## src/rtl/fmul_norm_round48_pkg.sv

```systemverilog
// fmul_norm_round48_pkg: shared binary32 constants and field/flag structs.
package fmul_norm_round48_pkg;
  localparam int F32_BIAS = 127;
  localparam int F32_EXP_MAX = 255;
  localparam int F32_FRAC_W = 23;
  localparam int PROD_W = 48;
  typedef struct packed {
    logic sign;
    logic [7:0] exp;
    logic [F32_FRAC_W-1:0] frac;
  } f32_t;
  typedef struct packed {
    logic ovf;
    logic unf;
    logic inx;
  } fflags_t;
endpackage

```

## src/rtl/fmul_norm_round48_fp_round_rne.sv

```systemverilog
// fp_round_rne: round-to-nearest-even of a 24-bit significand given guard and sticky.
module fp_round_rne (
  input  logic [23:0] sig,
  input  logic        guard,
  input  logic        sticky,
  output logic [23:0] sig_r,
  output logic        carry,
  output logic        inexact
);
  always_comb begin
    {carry, sig_r} = {1'b0, sig} + 25'(guard & (sticky | sig[0]));
    inexact = guard | sticky;
  end
endmodule

```

## src/rtl/fmul_norm_round48.sv

```systemverilog
// fmul_norm_round48: two-stage normalise, round-to-nearest-even and pack of a 48-bit product.
module fmul_norm_round48
  import fmul_norm_round48_pkg::*;
#(
  parameter int EXP_W = 10,
  parameter bit FTZ = 1'b1
) (
  input  logic              clk,
  input  logic              rst,
  input  logic              in_valid,
  output logic              in_ready,
  input  logic              in_sign,
  input  logic [EXP_W-1:0]  in_exp,
  input  logic [PROD_W-1:0] in_mant,
  input  logic [5:0]        in_pos,
  output logic              out_valid,
  input  logic              out_ready,
  output logic [31:0]       out_data,
  output logic              out_ovf,
  output logic              out_unf,
  output logic              out_inx
);
  logic s1_valid_q, s1_valid_d, s2_valid_q, s2_valid_d;
  logic s1_adv, s2_adv, load, zero;
  logic sign_q, sign_d, zero_q, zero_d;
  logic [PROD_W-1:0] norm_q, norm_d;
  logic [EXP_W:0] e1_q, e1_d;
  logic [EXP_W+1:0] e2;
  logic [23:0] sig_r;
  logic carry, rnd_inx;
  f32_t res, data_q, data_d;
  fflags_t flg, flg_q, flg_d;
  fp_round_rne u_rnd (
    .sig(norm_q[PROD_W-1:24]),
    .guard(norm_q[23]),
    .sticky(|norm_q[22:0]),
    .sig_r(sig_r),
    .carry(carry),
    .inexact(rnd_inx)
  );
  always_comb begin
    s2_adv = !s2_valid_q | out_ready;
    s1_adv = !s1_valid_q | s2_adv;
    load = in_valid & s1_adv;
    s1_valid_d = s1_adv ? in_valid : s1_valid_q;
    sign_d = load ? in_sign : sign_q;
    zero_d = load ? (in_mant == '0) : zero_q;
    norm_d = load ? in_mant << (6'(PROD_W - 1) - in_pos) : norm_q;
    e1_d = load ? {in_exp[EXP_W-1], in_exp} + (EXP_W+1)'(in_pos) - (EXP_W+1)'(PROD_W - 2) : e1_q;
    // A normalised nonzero product always has a hidden bit (or a rounding carry).
    zero = zero_q | !(sig_r[23] | carry);
    e2 = {e1_q[EXP_W], e1_q} + (EXP_W+2)'(carry);
    flg.ovf = !zero & !e2[EXP_W+1] & (e2 >= (EXP_W+2)'(F32_EXP_MAX));
    flg.unf = FTZ & !zero & !flg.ovf & (e2[EXP_W+1] | (e2 == '0));
    flg.inx = !zero & (flg.ovf | flg.unf | rnd_inx);
    res.sign = sign_q;
    res.exp = (zero | flg.unf) ? 8'h00 : flg.ovf ? 8'hFF : e2[7:0];
    res.frac = (zero | flg.unf | flg.ovf) ? '0 : sig_r[F32_FRAC_W-1:0];
    s2_valid_d = s2_adv ? s1_valid_q : s2_valid_q;
    data_d = s2_adv ? res : data_q;
    flg_d = s2_adv ? flg : flg_q;
  end
  always_ff @(posedge clk) begin
    if (rst) begin
      s1_valid_q <= 1'b0;
      s2_valid_q <= 1'b0;
      data_q <= '0;
      flg_q <= '0;
    end else begin
      s1_valid_q <= s1_valid_d;
      s2_valid_q <= s2_valid_d;
      data_q <= data_d;
      flg_q <= flg_d;
    end
  end
  always_ff @(posedge clk) begin
    sign_q <= sign_d;
    zero_q <= zero_d;
    norm_q <= norm_d;
    e1_q <= e1_d;
  end
  assign in_ready = s1_adv;
  assign out_valid = s2_valid_q;
  assign out_data = data_q;
  assign out_ovf = flg_q.ovf;
  assign out_unf = flg_q.unf;
  assign out_inx = flg_q.inx;
endmodule
```

## config.mk

```make
export PLATFORM = sky130hd
export DESIGN_NAME = fmul_norm_round48
export DESIGN_NICKNAME = d
export VERILOG_FILES = /design/src/rtl/fmul_norm_round48_pkg.sv /design/src/rtl/fmul_norm_round48_fp_round_rne.sv /design/src/rtl/fmul_norm_round48.sv
export SDC_FILE = /design/constraint.sdc
export NUM_CORES = 1
export LEC_CHECK = 0
export BUFFER_PORTS_ARGS = -buffer_cell sky130_fd_sc_hd__buf_2
export CAP_MARGIN = 20
export CORE_UTILIZATION = 45
export CTS_BUF_LIST = sky130_fd_sc_hd__clkbuf_4 sky130_fd_sc_hd__clkbuf_8 sky130_fd_sc_hd__clkbuf_16
export DETAILED_ROUTE_END_ITERATION = 8
export PLACE_DENSITY = 0.76
export SLEW_MARGIN = 25
export SYNTH_ARGS = -nofsm -noshare
export SYNTH_HDL_FRONTEND = slang
export SYNTH_SLANG_ARGS = --single-unit
```

## constraint.sdc

```tcl
create_clock -name clk -period 3.7 [get_ports clk]
set_input_delay 0.185 -clock clk [delete_from_list [all_inputs] [get_ports clk]]
set_output_delay 0.185 -clock clk [all_outputs]
set_load 0.005 [all_outputs]
```

# == Word-level counts from Yosys, hierarchy flattened ==
# Cells that the tools add are included.
# classes
n_bitwise,18
n_addsub,5
n_lt_le_gt_ge,1
n_mux,3
n_shift,1
n_reduce_logical,9
# op_table
operator,n
48-bit logical NOT,1
48-bit by 6-bit left shift with 48-bit output,1
24-bit by 25-bit adder with 25-bit output,1
1-bit by 25-bit bitwise AND with 25-bit output,1
23-bit 2-to-1 mux,1
23-bit OR reduction,1
8-bit 2-to-1 mux,2
11-bit by 2-bit adder with 12-bit output,1
"12-bit by 8-bit >= comparator with 1-bit output, second input constant",1
12-bit logical NOT,1
10-bit by 7-bit adder with 11-bit output,1
1-bit bitwise OR,11
"11-bit by 6-bit subtractor with 11-bit output, second input constant",1
1-bit bitwise AND,6
1-bit logical NOT,6
"6-bit subtractor, first input constant",1
# totals
input_bits,69
regBits,98
word_cells,49

# == Depth between registers and ports, before layout ==
# depth
ltp_word,16
mapped_depth,14
mapped_depth_nobuf,13

# == Modules after synthesis ==
# A second synthesis with hierarchy kept.
# unflattened
cells_unflattened,725
hier_area_um2,7327.0
# modules_own_cells
mod,cells_per_inst,area_each_um2,n_inst,seq_area_each_um2
fmul_norm_round48,656,6841.6,1,2572.5
fp_round_rne,69,485.5,1,0.0

# == Worst setup path after synthesis ==
# OpenSTA, ideal clock, no wires.
# synth_path
kind,flip-flop to flip-flop
start,reg norm_q[23]
end,"reg data_q, in the netlist out_data[11]"
arrival_ns,3.101
setup_time_ns,0.067
path_buffers,1
setup_slack_ns,0.531
required_time_ns,3.633
path_stages_with_launch,15
path_cell_list,edfxtp_1 > and2_1 > ha_1 > nand3_1 > nor4b_1 > and3_1 > ha_1 > ha_1 > nand3_1 > xor2_1 > and4bb_2 > a41oi_1 > nand4bb_4 > buf_6 > o21ai_2
# synth_via
elab_chain_cells,14
elab_cells_between_ends,19
# synth_lines
element,line_no,rtl
"start, declared",fmul_norm_round48.sv:26,"logic [PROD_W-1:0] norm_q, norm_d;"
"start signal, assigned",fmul_norm_round48.sv:79,norm_q <= norm_d;
1-bit by 25-bit bitwise AND with 25-bit output (*),fmul_norm_round48_fp_round_rne.sv:11,"{carry, sig_r} = {1'b0, sig} + 25'(guard & (sticky | sig[0]));"
24-bit by 25-bit adder with 25-bit output (*),fmul_norm_round48_fp_round_rne.sv:11,
"parallel branches: the longest is 11 deep, another holds 11-bit by 2-bit adder with 12-bit output",-,
23-bit 2-to-1 mux (*),fmul_norm_round48.sv:58,res.frac = (zero | flg.unf | flg.ovf) ? '0 : sig_r[F32_FRAC_W-1:0];
"end signal, assigned",fmul_norm_round48.sv:72,data_q <= data_d;
"end, declared",fmul_norm_round48.sv:31,"f32_t res, data_q, data_d;"
# Every way passes the cells marked *.
# A chain may end at the register's enable or synchronous reset.

# == Worst setup path after layout ==
# layout_path
start,reg norm_q[23]
end,"reg data_q, in the netlist out_data[26]"
# layout_via
elab_chain_cells,13
elab_cells_between_ends,19
# layout_lines
element,line_no,rtl
1-bit by 25-bit bitwise AND with 25-bit output (*),fmul_norm_round48_fp_round_rne.sv:11,
24-bit by 25-bit adder with 25-bit output (*),fmul_norm_round48_fp_round_rne.sv:11,
"parallel branches: the longest is 10 deep, another holds 11-bit by 2-bit adder with 12-bit output",-,
8-bit 2-to-1 mux (*),fmul_norm_round48.sv:57,res.exp = (zero | flg.unf) ? 8'h00 : flg.ovf ? 8'hFF : e2[7:0];
# Marks and branches as above.

==> results.py <==
metrics = {
    "floorplan": {
        "placementRows": 46,
        "die_w_microns": 129,
        "chipHeight_microns": 129,
        "initial_utilization_pct": 46.0,
        "dieArea_sq_mm": 0.0167,
        "design.core.area_sq_mm": 0.0158,
        "pin_count": 106,
    },
    "synth": {
        "synth_area_leader_cell": "edfxtp_1",
        "synth-seq-cells": 98,
        "synthArstFlopShare_pct": 0,
        "synth.distinct_cells": 62,
        "yosysWarningCount": 0,
        "synth_edf_count": 61,
        "synth_seq_area_share_pct": 35.3,
        "synth_area_leaders": "edfxtp_1 25%, mux4_2 14%, dfxtp_1 10%",
        "synthCells": 729,
        "ys.flop_type": "edfxtp_1",
        "synth_fp_nets": 817,
        "synth.cell_area_sq_mm": 0.00729,
        "syn_avg_cell_area_sq_um": 10.0,
        "synth_top_area_share_pct": 25.1,
    },
    "placed_design": {
        "dp_slack_ns": -0.164,
        "gp_congestion": 0.949,
        "dpl.cell_count": 1017,
        "numPortBuffers": 105,
        "place_hpwl_microns": 13500,
    },
    "timing": {
        "timing.slew.headroom_pct": 53.5,
        "hold_viol_final": 0,
        "hold_slack_ns": 0.0291,
        "tightestPinTransition_ns": 0.692,
        "timing.fmax_mhz": 287,
        "finalSetupViolCount": 0,
        "finClkSkew_ns": 0.00640,
        "slew_viol_final": 0,
        "grt_setup_unrepaired": "no",
        "fin_crit_sh_pct": 94.3,
        "finalWorstSetupSlack_ns": 0.211,
        "finalCriticalPeriod_ns": 3.49,
    },
    "finish": {
        "nNetsFinal": 905,
        "layout_common_cells": "105 x buf_2, 98 x nand2_1, 61 x edfxtp_1, 58 x nor2_1, 50 x o21ai_0",
        "final_cells": 1038,
        "syn_to_final_growth_pct": 15.3,
        "drive_above_1_share_pct": 29.0,
        "final_common_cell": "buf_2",
        "fillers": 1405,
        "antenna_cells": 0,
    },
    "critical_path": {
        "worst-r2r-cell-count": 13,
        "critical_path_required_ns": 3.89,
        "start_kind": "flip-flop",
        "reg2reg_to": "out_data[26]",
        "r2r_slack_ns": 0.21,
        "critPathMaxFanout": 8,
        "cp-endpoint": "out_data[26]",
        "startpoint": "norm_q[23]",
        "arrival_ns": 3.68,
        "crit-reg2reg-launch": "norm_q[23]",
        "end_kind": "flip-flop",
        "crit_type": "reg2reg",
    },
    "drt": {
        "routedWlPerCell_microns": 17.0,
        "via_per_inst": 5.88,
        "drt_drc_violations_left": 0,
        "drtPass1Iterations": 6,
        "drt_iter0_markers": 697,
        "vias": 6107,
        "drt-total-wl_microns": 17600,
        "ant_nets": 0,
    },
    "cts": {
        "clock_path_buffers": 2,
        "cts_max_level": 3,
        "cts_hold_buf": 0,
        "clk_pin_slew_ns": 0.06,
        "cts_tree": "done",
        "cts-buffers-inserted": 9,
        "clock_sinks": 98,
        "clockRootBuffer": "clkbuf_16",
        "clkLatencyLatePin_ns": 0.34,
    },
    "job": {
        "maxCapViolCount": 0,
    },
    "pwr": {
        "peakVddDrop_mv": 0.268,
        "total_leakage_power_nw": 3.25,
        "power_mw": 2.94,
        "powerDensity_mw_per_mm2": 349,
    },
    "global_routing": {
        "grt_usage_pct": 21.5,
        "grt_pass1_wl_microns": 28100,
        "grt.overflow.total": 0,
        "grt_max_degree": 56,
        "antenna_found_initial": 0,
        "grt_pass1_vias": 5605,
    },
    "outcome": {
        "status": "complete, no violations",
    },
    "min_path": {
        "hold_depth": 1,
        "worstHoldPathType": "in2reg",
    },
}
[registers in the layout, indices dropped and copies added, names as in the netlist]
signal,flops
norm_q,48
out_data,32
e1_q,11
out_inx,1
out_ovf,1
out_unf,1
out_valid,1
s1_valid_q,1
sign_q,1
zero_q,1
[cells in the mapped netlist, types with 5 or more instances]
cell	instances
a21oi_1	18
a221oi_1	6
a31oi_1	12
and2_1	6
and3_1	6
buf_1	6
buf_2	11
clkbuf_1	23
dfxtp_1	37
edfxtp_1	61
ha_1	18
inv_1	23
mux2_2	18
mux2i_1	35
mux4_2	46
nand2_1	98
nand3_1	22
nand4_1	8
nor2_1	58
nor2b_1	8
nor3_1	10
nor4_1	17
o21a_1	8
o21ai_0	50
o21ai_2	20
o31ai_1	5
or3_1	14
xnor2_1	16
xor2_1	15
[report_power, final]
group	leakage, nW	total [mW]	internal [mW]	switching [mW]
logic	2.20	0.700	0.308	0.393
clock network	0.140	0.919	0.532	0.386
registers	0.912	1.32	1.25	0.0658
[worst min path at each step]
stage	startpoint	to	slack, ns
2_1_floorplan	rst	out_data[31]	0.25
3_3_place_gp	in_sign	sign_q	0.37
3_5_place_dp	in_sign	sign_q	0.37
4_1_cts	in_sign	sign_q	0.02
5_1_grt	in_sign	sign_q	0.02
6_report	in_sign	sign_q	0.03
[cell type report]
cell class              instances  area, sq um  share of cell area (%)
multi-input cells             563         4490                    53.4
flip-flops and latches         98         2570                    30.6
inverters                      24         90.1                    1.07
clock buffers                  10          233                    2.77
repair buffers                121          683                    8.13
well taps                     216          270                    3.21
clock inverters                 6         66.3                   0.789
[cell families after synthesis]
family          Yosys count  share of synthesized area [%]
compound gates          148                           13.7
xor+xnor                 31                           3.73
buf+inv                  69                           4.10
simple gates            265                           18.0
fa+ha+maj                19                           3.36
flops                    98                           35.3
mux                      99                           21.8
[routing by layer]
metal	track usage [%]	routed length, microns
met5	0	0
met4	7.20	367
met3	2.06	1150
met2	34.7	8070
met1	30.5	8010
[worst max-delay path: stages, from the launching register on]
cell      delay, ns
edfxtp_1       0.40
and2_1         0.17
ha_1           0.17
nand3_1        0.17
nor4b_2        0.31
and3_1         0.25
ha_1           0.25
ha_2           0.25
nand3_1        0.14
xor2_1         0.22
and4bb_2       0.31
nand4_1        0.22
o211ai_4       0.36
a221oi_1       0.13
[repair_timing]
item,in CTS,in global routing
gates resized for setup,3,5
pin swaps,1,3
gates cloned,1,0
buffers inserted,0,4
endpoints found under the setup margin,22,32
[per-stage QoR]
step / setup TNS (ns) / util (%) / instance area, sq um
floorplan: 0 / - / 7290
detailed placement: -2.68 / 50.4 / 7980
CTS: 0 / 52.6 / 8320
global placement: -0.180 / 50.4 / 7980
global route: 0 / 53.1 / 8410
finish: 0 / 53.1 / 8410
No activity file was read; power rests on OpenSTA's default activity.
